File: config.mk
export PLATFORM = sky130hd
export DESIGN_NAME = instruction_fetch_queue
export DESIGN_NICKNAME = d
export VERILOG_FILES = /design/src/rtl/instruction_fetch_queue.sv
export SDC_FILE = /design/constraint.sdc
export NUM_CORES = 1
export LEC_CHECK = 0
export BUFFER_PORTS_ARGS = -buffer_cell sky130_fd_sc_hd__buf_2
export CORE_UTILIZATION = 61
export CTS_CLUSTER_SIZE = 14
export DETAILED_ROUTE_END_ITERATION = 7
export GPL_TIMING_DRIVEN = 0
export PLACE_DENSITY_LB_ADDON = 0.3
export SYNTH_ARGS = -nofsm -noshare
export SYNTH_HDL_FRONTEND = slang
export SYNTH_HIERARCHICAL = 1
export SYNTH_SLANG_ARGS = --single-unit
File: constraint.sdc
create_clock -name clk -period 5.9 [get_ports clk]
set_input_delay 0.885 -clock clk [delete_from_list [all_inputs] [get_ports clk]]
set_output_delay 0.885 -clock clk [all_outputs]
set_load 0.02 [all_outputs]
File: src/rtl/instruction_fetch_queue.sv
// instruction_fetch_queue
//   Fetch front end. Owns the fetch PC, pulls FETCH_WIDTH contiguous words
//   per cycle from instruction memory into a DEPTH-entry circular queue, and
//   presents the ISSUE_WIDTH oldest entries (instruction + PC) to issue.
//   A redirect flushes the queue and restarts fetch at the new PC.
//
// Optional feature: define IFQ_BYPASS_EN to let words being fetched this
//   cycle appear on the dequeue slots combinationally when the queue holds
//   fewer than ISSUE_WIDTH entries.
//
// Ports:
//   clk, rst_n        clock, asynchronous active-low reset
//   imem_addr         byte address of fetch-group word 0 (from fetch PC)
//   imem_data         FETCH_WIDTH words starting at imem_addr
//   redirect_valid    flush and restart fetch at redirect_pc (word aligned)
//   deq_valid         per-slot valid, contiguous from slot 0
//   deq_instr/deq_pc  slot contents, slot 0 = oldest; zero when invalid
//   deq_take          number of slots consumed this cycle (clipped to valid)
//   occupancy         registered entry count

// One presented slot: picks stored or bypassed data and zeroes it when idle.
module ifq_slot (
    input  logic        valid,
    input  logic        byp_sel,
    input  logic [31:0] mem_instr,
    input  logic [31:0] mem_pc,
    input  logic [31:0] byp_instr,
    input  logic [31:0] byp_pc,
    output logic [31:0] instr,
    output logic [31:0] pc
);
    always_comb begin
        instr = '0;
        pc    = '0;
        if (valid) begin
            instr = byp_sel ? byp_instr : mem_instr;
            pc    = byp_sel ? byp_pc    : mem_pc;
        end
    end
endmodule

module instruction_fetch_queue #(
    parameter int          FETCH_WIDTH     = 2,
    parameter int          ISSUE_WIDTH     = 2,
    parameter int          DEPTH           = 8,
    parameter logic [31:0] START_BYTE_ADDR = 32'h0000_3000
) (
    input  logic                                   clk,
    input  logic                                   rst_n,
    output logic [31:0]                            imem_addr,
    input  logic [FETCH_WIDTH-1:0][31:0]           imem_data,
    input  logic                                   redirect_valid,
    input  logic [31:0]                            redirect_pc,
    output logic [ISSUE_WIDTH-1:0]                 deq_valid,
    output logic [ISSUE_WIDTH-1:0][31:0]           deq_instr,
    output logic [ISSUE_WIDTH-1:0][31:0]           deq_pc,
    input  logic [$clog2(ISSUE_WIDTH+1)-1:0]       deq_take,
    output logic [$clog2(DEPTH+1)-1:0]             occupancy
);
    localparam int PTR_W  = $clog2(DEPTH);
    localparam int CNT_W  = $clog2(DEPTH+1);
    localparam int TAKE_W = $clog2(ISSUE_WIDTH+1);
    // Visible count can exceed DEPTH by a fetch group when bypassing.
    localparam int VIS_W  = $clog2(DEPTH+FETCH_WIDTH+1);

    typedef struct packed {
        logic [31:0] instr;
        logic [31:0] pc;
    } entry_t;

    entry_t             mem [DEPTH];
    logic [31:0]        fetch_pc;
    logic [PTR_W-1:0]   head, tail;
    logic [CNT_W-1:0]   count;

    logic               enq;
    logic               byp_act;
    logic [VIS_W-1:0]   n_vis;
    logic [TAKE_W-1:0]  n_slots, take_eff, byp_taken, stored_take;
    logic [CNT_W-1:0]   enq_words;

    assign imem_addr = fetch_pc;
    assign occupancy = count;

    always_comb begin
        // Free space is judged before this cycle's dequeue so enqueue never
        // waits on the issue stage's take decision.
        enq = !redirect_valid && (count <= CNT_W'(DEPTH - FETCH_WIDTH));
`ifdef IFQ_BYPASS_EN
        byp_act = enq && (count < CNT_W'(ISSUE_WIDTH));
`else
        byp_act = 1'b0;
`endif
        n_vis   = VIS_W'(count) + (byp_act ? VIS_W'(FETCH_WIDTH) : '0);
        n_slots = (n_vis > VIS_W'(ISSUE_WIDTH)) ? TAKE_W'(ISSUE_WIDTH) : TAKE_W'(n_vis);
        take_eff = (deq_take > n_slots) ? n_slots : deq_take;
        // Stored entries are older than bypassed ones, so a take drains the
        // stored part first and only the overflow consumes fetched words.
        byp_taken = '0;
        if (byp_act && (VIS_W'(take_eff) > VIS_W'(count)))
            byp_taken = TAKE_W'(VIS_W'(take_eff) - VIS_W'(count));
        stored_take = take_eff - byp_taken;
        enq_words   = enq ? (CNT_W'(FETCH_WIDTH) - CNT_W'(byp_taken)) : '0;
    end

    always_ff @(posedge clk or negedge rst_n) begin
        if (!rst_n) begin
            fetch_pc <= START_BYTE_ADDR;
            head     <= '0;
            tail     <= '0;
            count    <= '0;
        end else if (redirect_valid) begin
            fetch_pc <= redirect_pc & 32'hFFFF_FFFC;
            head     <= '0;
            tail     <= '0;
            count    <= '0;
        end else begin
            if (enq) begin
                tail     <= tail + PTR_W'(enq_words);
                fetch_pc <= fetch_pc + 32'(4 * FETCH_WIDTH);
            end
            head  <= head + PTR_W'(stored_take);
            count <= count + enq_words - CNT_W'(stored_take);
        end
    end

    // Storage carries no reset; slot outputs are masked by validity instead.
    always_ff @(posedge clk) begin
        if (enq) begin
            for (int k = 0; k < FETCH_WIDTH; k++) begin
                if (k >= int'(byp_taken))
                    mem[tail + PTR_W'(k) - PTR_W'(byp_taken)] <=
                        '{instr: imem_data[k], pc: fetch_pc + 32'(4 * k)};
            end
        end
    end

    for (genvar s = 0; s < ISSUE_WIDTH; s++) begin : g_slot
        logic [PTR_W-1:0] rd_idx;
        logic             byp_sel;
        logic [31:0]      byp_instr, byp_pc;

        assign rd_idx       = head + PTR_W'(s);
        assign deq_valid[s] = VIS_W'(s) < n_vis;

        // Slots at or beyond the stored count show fetch word (s - count).
        always_comb begin
            byp_sel   = byp_act && (CNT_W'(s) >= count);
            byp_instr = '0;
            byp_pc    = '0;
            for (int j = 0; j < FETCH_WIDTH; j++) begin
                if (int'(count) + j == s) begin
                    byp_instr = imem_data[j];
                    byp_pc    = fetch_pc + 32'(4 * j);
                end
            end
        end

        ifq_slot u_slot (
            .valid     (deq_valid[s]),
            .byp_sel   (byp_sel),
            .mem_instr (mem[rd_idx].instr),
            .mem_pc    (mem[rd_idx].pc),
            .byp_instr (byp_instr),
            .byp_pc    (byp_pc),
            .instr     (deq_instr[s]),
            .pc        (deq_pc[s])
        );
    end
endmodule

==> results.md <==
- Crit path DAT: 4.99 ns
- DR vias: 26900
- Cell Chain, Critical Path: clkbuf_1, clkinv_1, ha_1, nand2b_1, nor2_1, inv_1, clkbuf_4, clkbuf_1, nor2b_1, buf_2
- Setup bufs post-CTS: 0
- Later-pin clock latency in the skew report: 0.65 ns
- RR Startpoint: occupancy[3]
- Synth cell types: 60
- Resized Gates After CTS: 1
- DRC viols: 0
- Most used flip-flop cell after synthesis: edfxtp_1
- CP Capture Type: output port
- GP Congestion: 1.02
- Max-cap violations: 0
- FFs w/ async S/R, synth: 7.29%
- Filler instances: 3558
- Share of the synthesized area in the top cell type: 45.1%
- Port bufs: 258
- Setup CP Type: reg2out
- Die Y: 235 µm
- Syn. warnings: 6
- Hold slack final: 0.442 ns
- Worst-path maximum fanout: 16
- Area added between synthesis and finish: 13.5%
- Peak Freq: 170 MHz
- Register bit count reported by yosys: 535
- Row cnt: 84
- Min-Delay Path Class: in2async
- H-Tree Depth: 2
- Reg clk slew, reported paths: 0.06 ns
- Area contributors post-synth: edfxtp_1 (45%), mux4_2 (17%), nand2_1 (5.4%)
- Largest net degree at the start of global routing: 48
- Power, Total: 18.3 mW
- Leakage: 13.3 nW
- Most common cell after layout, fill and taps aside: edfxtp_1
- Vias in the first global route: 27000
- Most frequent cells in the layout: edfxtp_1 (496), nand2_1 (476), clkbuf_1 (296)
- Die footprint: 55100 µm²
- Synth Instances: 2699
- WP data required: 5.02 ns
- Max incr delay on CP: 0.70 ns
- Core ar.: 53100 µm²
- Final min period: 5.87 ns
- DIE WIDTH: 235 µm
- Post-DP HPWL: 79200 µm
- Final period util: 99.5%
- Root Buffer: clkbuf_16
- Avg Cell Area, Syn: 12.2 µm²
- Fin. Hold Viols: 0
- R2R Setup Slk: 0.87 ns
- Gr usage total: 41.9%
- CTS tree: yes
- Fin nets: 3156
- Layout cell share with drive strength beyond 1: 25.6%
- Avg WL per Cell: 30.7 µm
- Antenna violations before repair: 2
- Final setup violation count: 0
- Clock Path Buffers: 3
- Nature of the critical path startpoint: flop
- Antenna violation net count after detailed routing: 0
- R2R depth: 19
- Status: complete, no violations
- Worst-Margin Slew: 1.39 ns
- Fin. max-slew vios: 0
- Final Skew: 0.0258 ns
- EDFF count, synth: 496
- Sequential-to-total area share from yosys stat: 48.1%
- DR pass1 iterations: 7
- Grt total ovfl: 0
- Clk sinks: 535
- Critical-path top delay cell: inv_1
- DR iter-0 viols: 4429
- Leading area contributor after synthesis: edfxtp_1
- Via density: 7.12
- Slew headroom: 7.39%
- Initial core utilization: 62.2%
- First-pass GRT wire length: 169000 µm
- I/O pin cnt: 267
- Reg2reg end: occupancy[2]
- Hold buffers post-CTS: 0
- Peak supply drop: 0.000348 V
- Most used cell, CP: clkbuf_1
- Final wirelength: 116000 µm
- Power Dens Cells: 489 nW/µm²
- Area of the mapped netlist: 33000 µm²
- CTS Buf Count: 57
- RSZ-0062 raised after global routing: no
[power breakdown]
part / internal [mW] / switching (mW)
clock network: 2.20 / 1.60
registers: 4.80 / 0.296
logic: 3.81 / 5.62
total: 10.8 / 7.51
[layout make-up]
class	count	area, µm²	area share, %
Clock buffer	67	1480	3.96
Sequential cell	535	15900	42.3
Antenna cell	6	15.0	0.0400
Tap cell	688	861	2.30
Inverter	26	108	0.287
Clock inverter	41	477	1.27
Multi-Input combinational cell	1778	15500	41.4
Timing Repair Buffer	271	1570	4.18
Buffer	370	1600	4.26
[synth_stat cells, types with 53 or more instances]
| master | n |
|---|---|
| nor2_1 | 53 |
| mux2_2 | 124 |
| a22o_1 | 76 |
| mux4_2 | 248 |
| nand2_1 | 476 |
| o21ai_0 | 64 |
| clkbuf_1 | 289 |
| a31oi_1 | 72 |
| xnor2_1 | 107 |
| mux2i_1 | 129 |
| edfxtp_1 | 496 |
| nor2b_1 | 132 |
| nand3_1 | 59 |
[worst max-delay path, delay by kind of cell, from the launching register on]
| family | cells | cell delay, ns |
|---|---|---|
| buf+inv | 6 | 2.88 |
| flops | 1 | 0.48 |
| simple gates | 3 | 0.63 |
| fa+ha+maj | 1 | 0.34 |
[logic make-up after synthesis]
logic type               count (synthesis)  synth area share, %
AO/OA/AOI/OAI                          276                 5.82
AND/OR/NAND/NOR                        845                 11.9
adder cells (fa/ha/maj)                 16                0.652
multiplexers                           501                 25.0
XOR/XNOR                               128                 3.39
other                                    1               0.0114
buffers and inverters                  397                 5.13
flip-flops                             535                 48.1
[per-stage QoR]
step                worst slack, ns  setup TNS (ns)  instance area (µm²)  utilization (%)  std cells
floorplan                      1.34               0                33100                -       2710
global placement              -1.75         -541.76                35200             66.4       3656
detailed placement            0.625               0                35500             66.9       3669
CTS                           0.104               0                37500             70.6       3777
global route                 0.0685               0                37500             70.6       3777
finish                       0.0294               0                37500             70.7       3782
[sequential cells by signal (all words and copies together) (netlist names)]
| name | flops |
|---|---|
| imem_addr | 30 |
| tail | 2 |
| head | 3 |
| occupancy | 4 |
| mem | 496 |
[how the worst max path moves through the flow]
stage | end | depth (start not counted) | startpoint
after global routing | deq_instr[1] | 10 | occupancy[3]
after detailed placement | deq_instr[1] | 11 | occupancy[3]
after floorplan | mem[0][10] | 9 | occupancy[3]
after global placement | mem[0][60] | 9 | occupancy[3]
final | deq_instr[1] | 10 | occupancy[3]
after CTS | deq_instr[1] | 11 | occupancy[3]
[per-layer routing]
metal	wire (µm)	GRT usage, %	vias to the layer above
li1	-	-	10700
met1	38800	52.9	13200
met2	53200	65.0	2420
met3	16000	10.5	578
met4	8270	27.0	2
met5	13	0	-
Note: power is estimated with default switching activity, not from simulation.
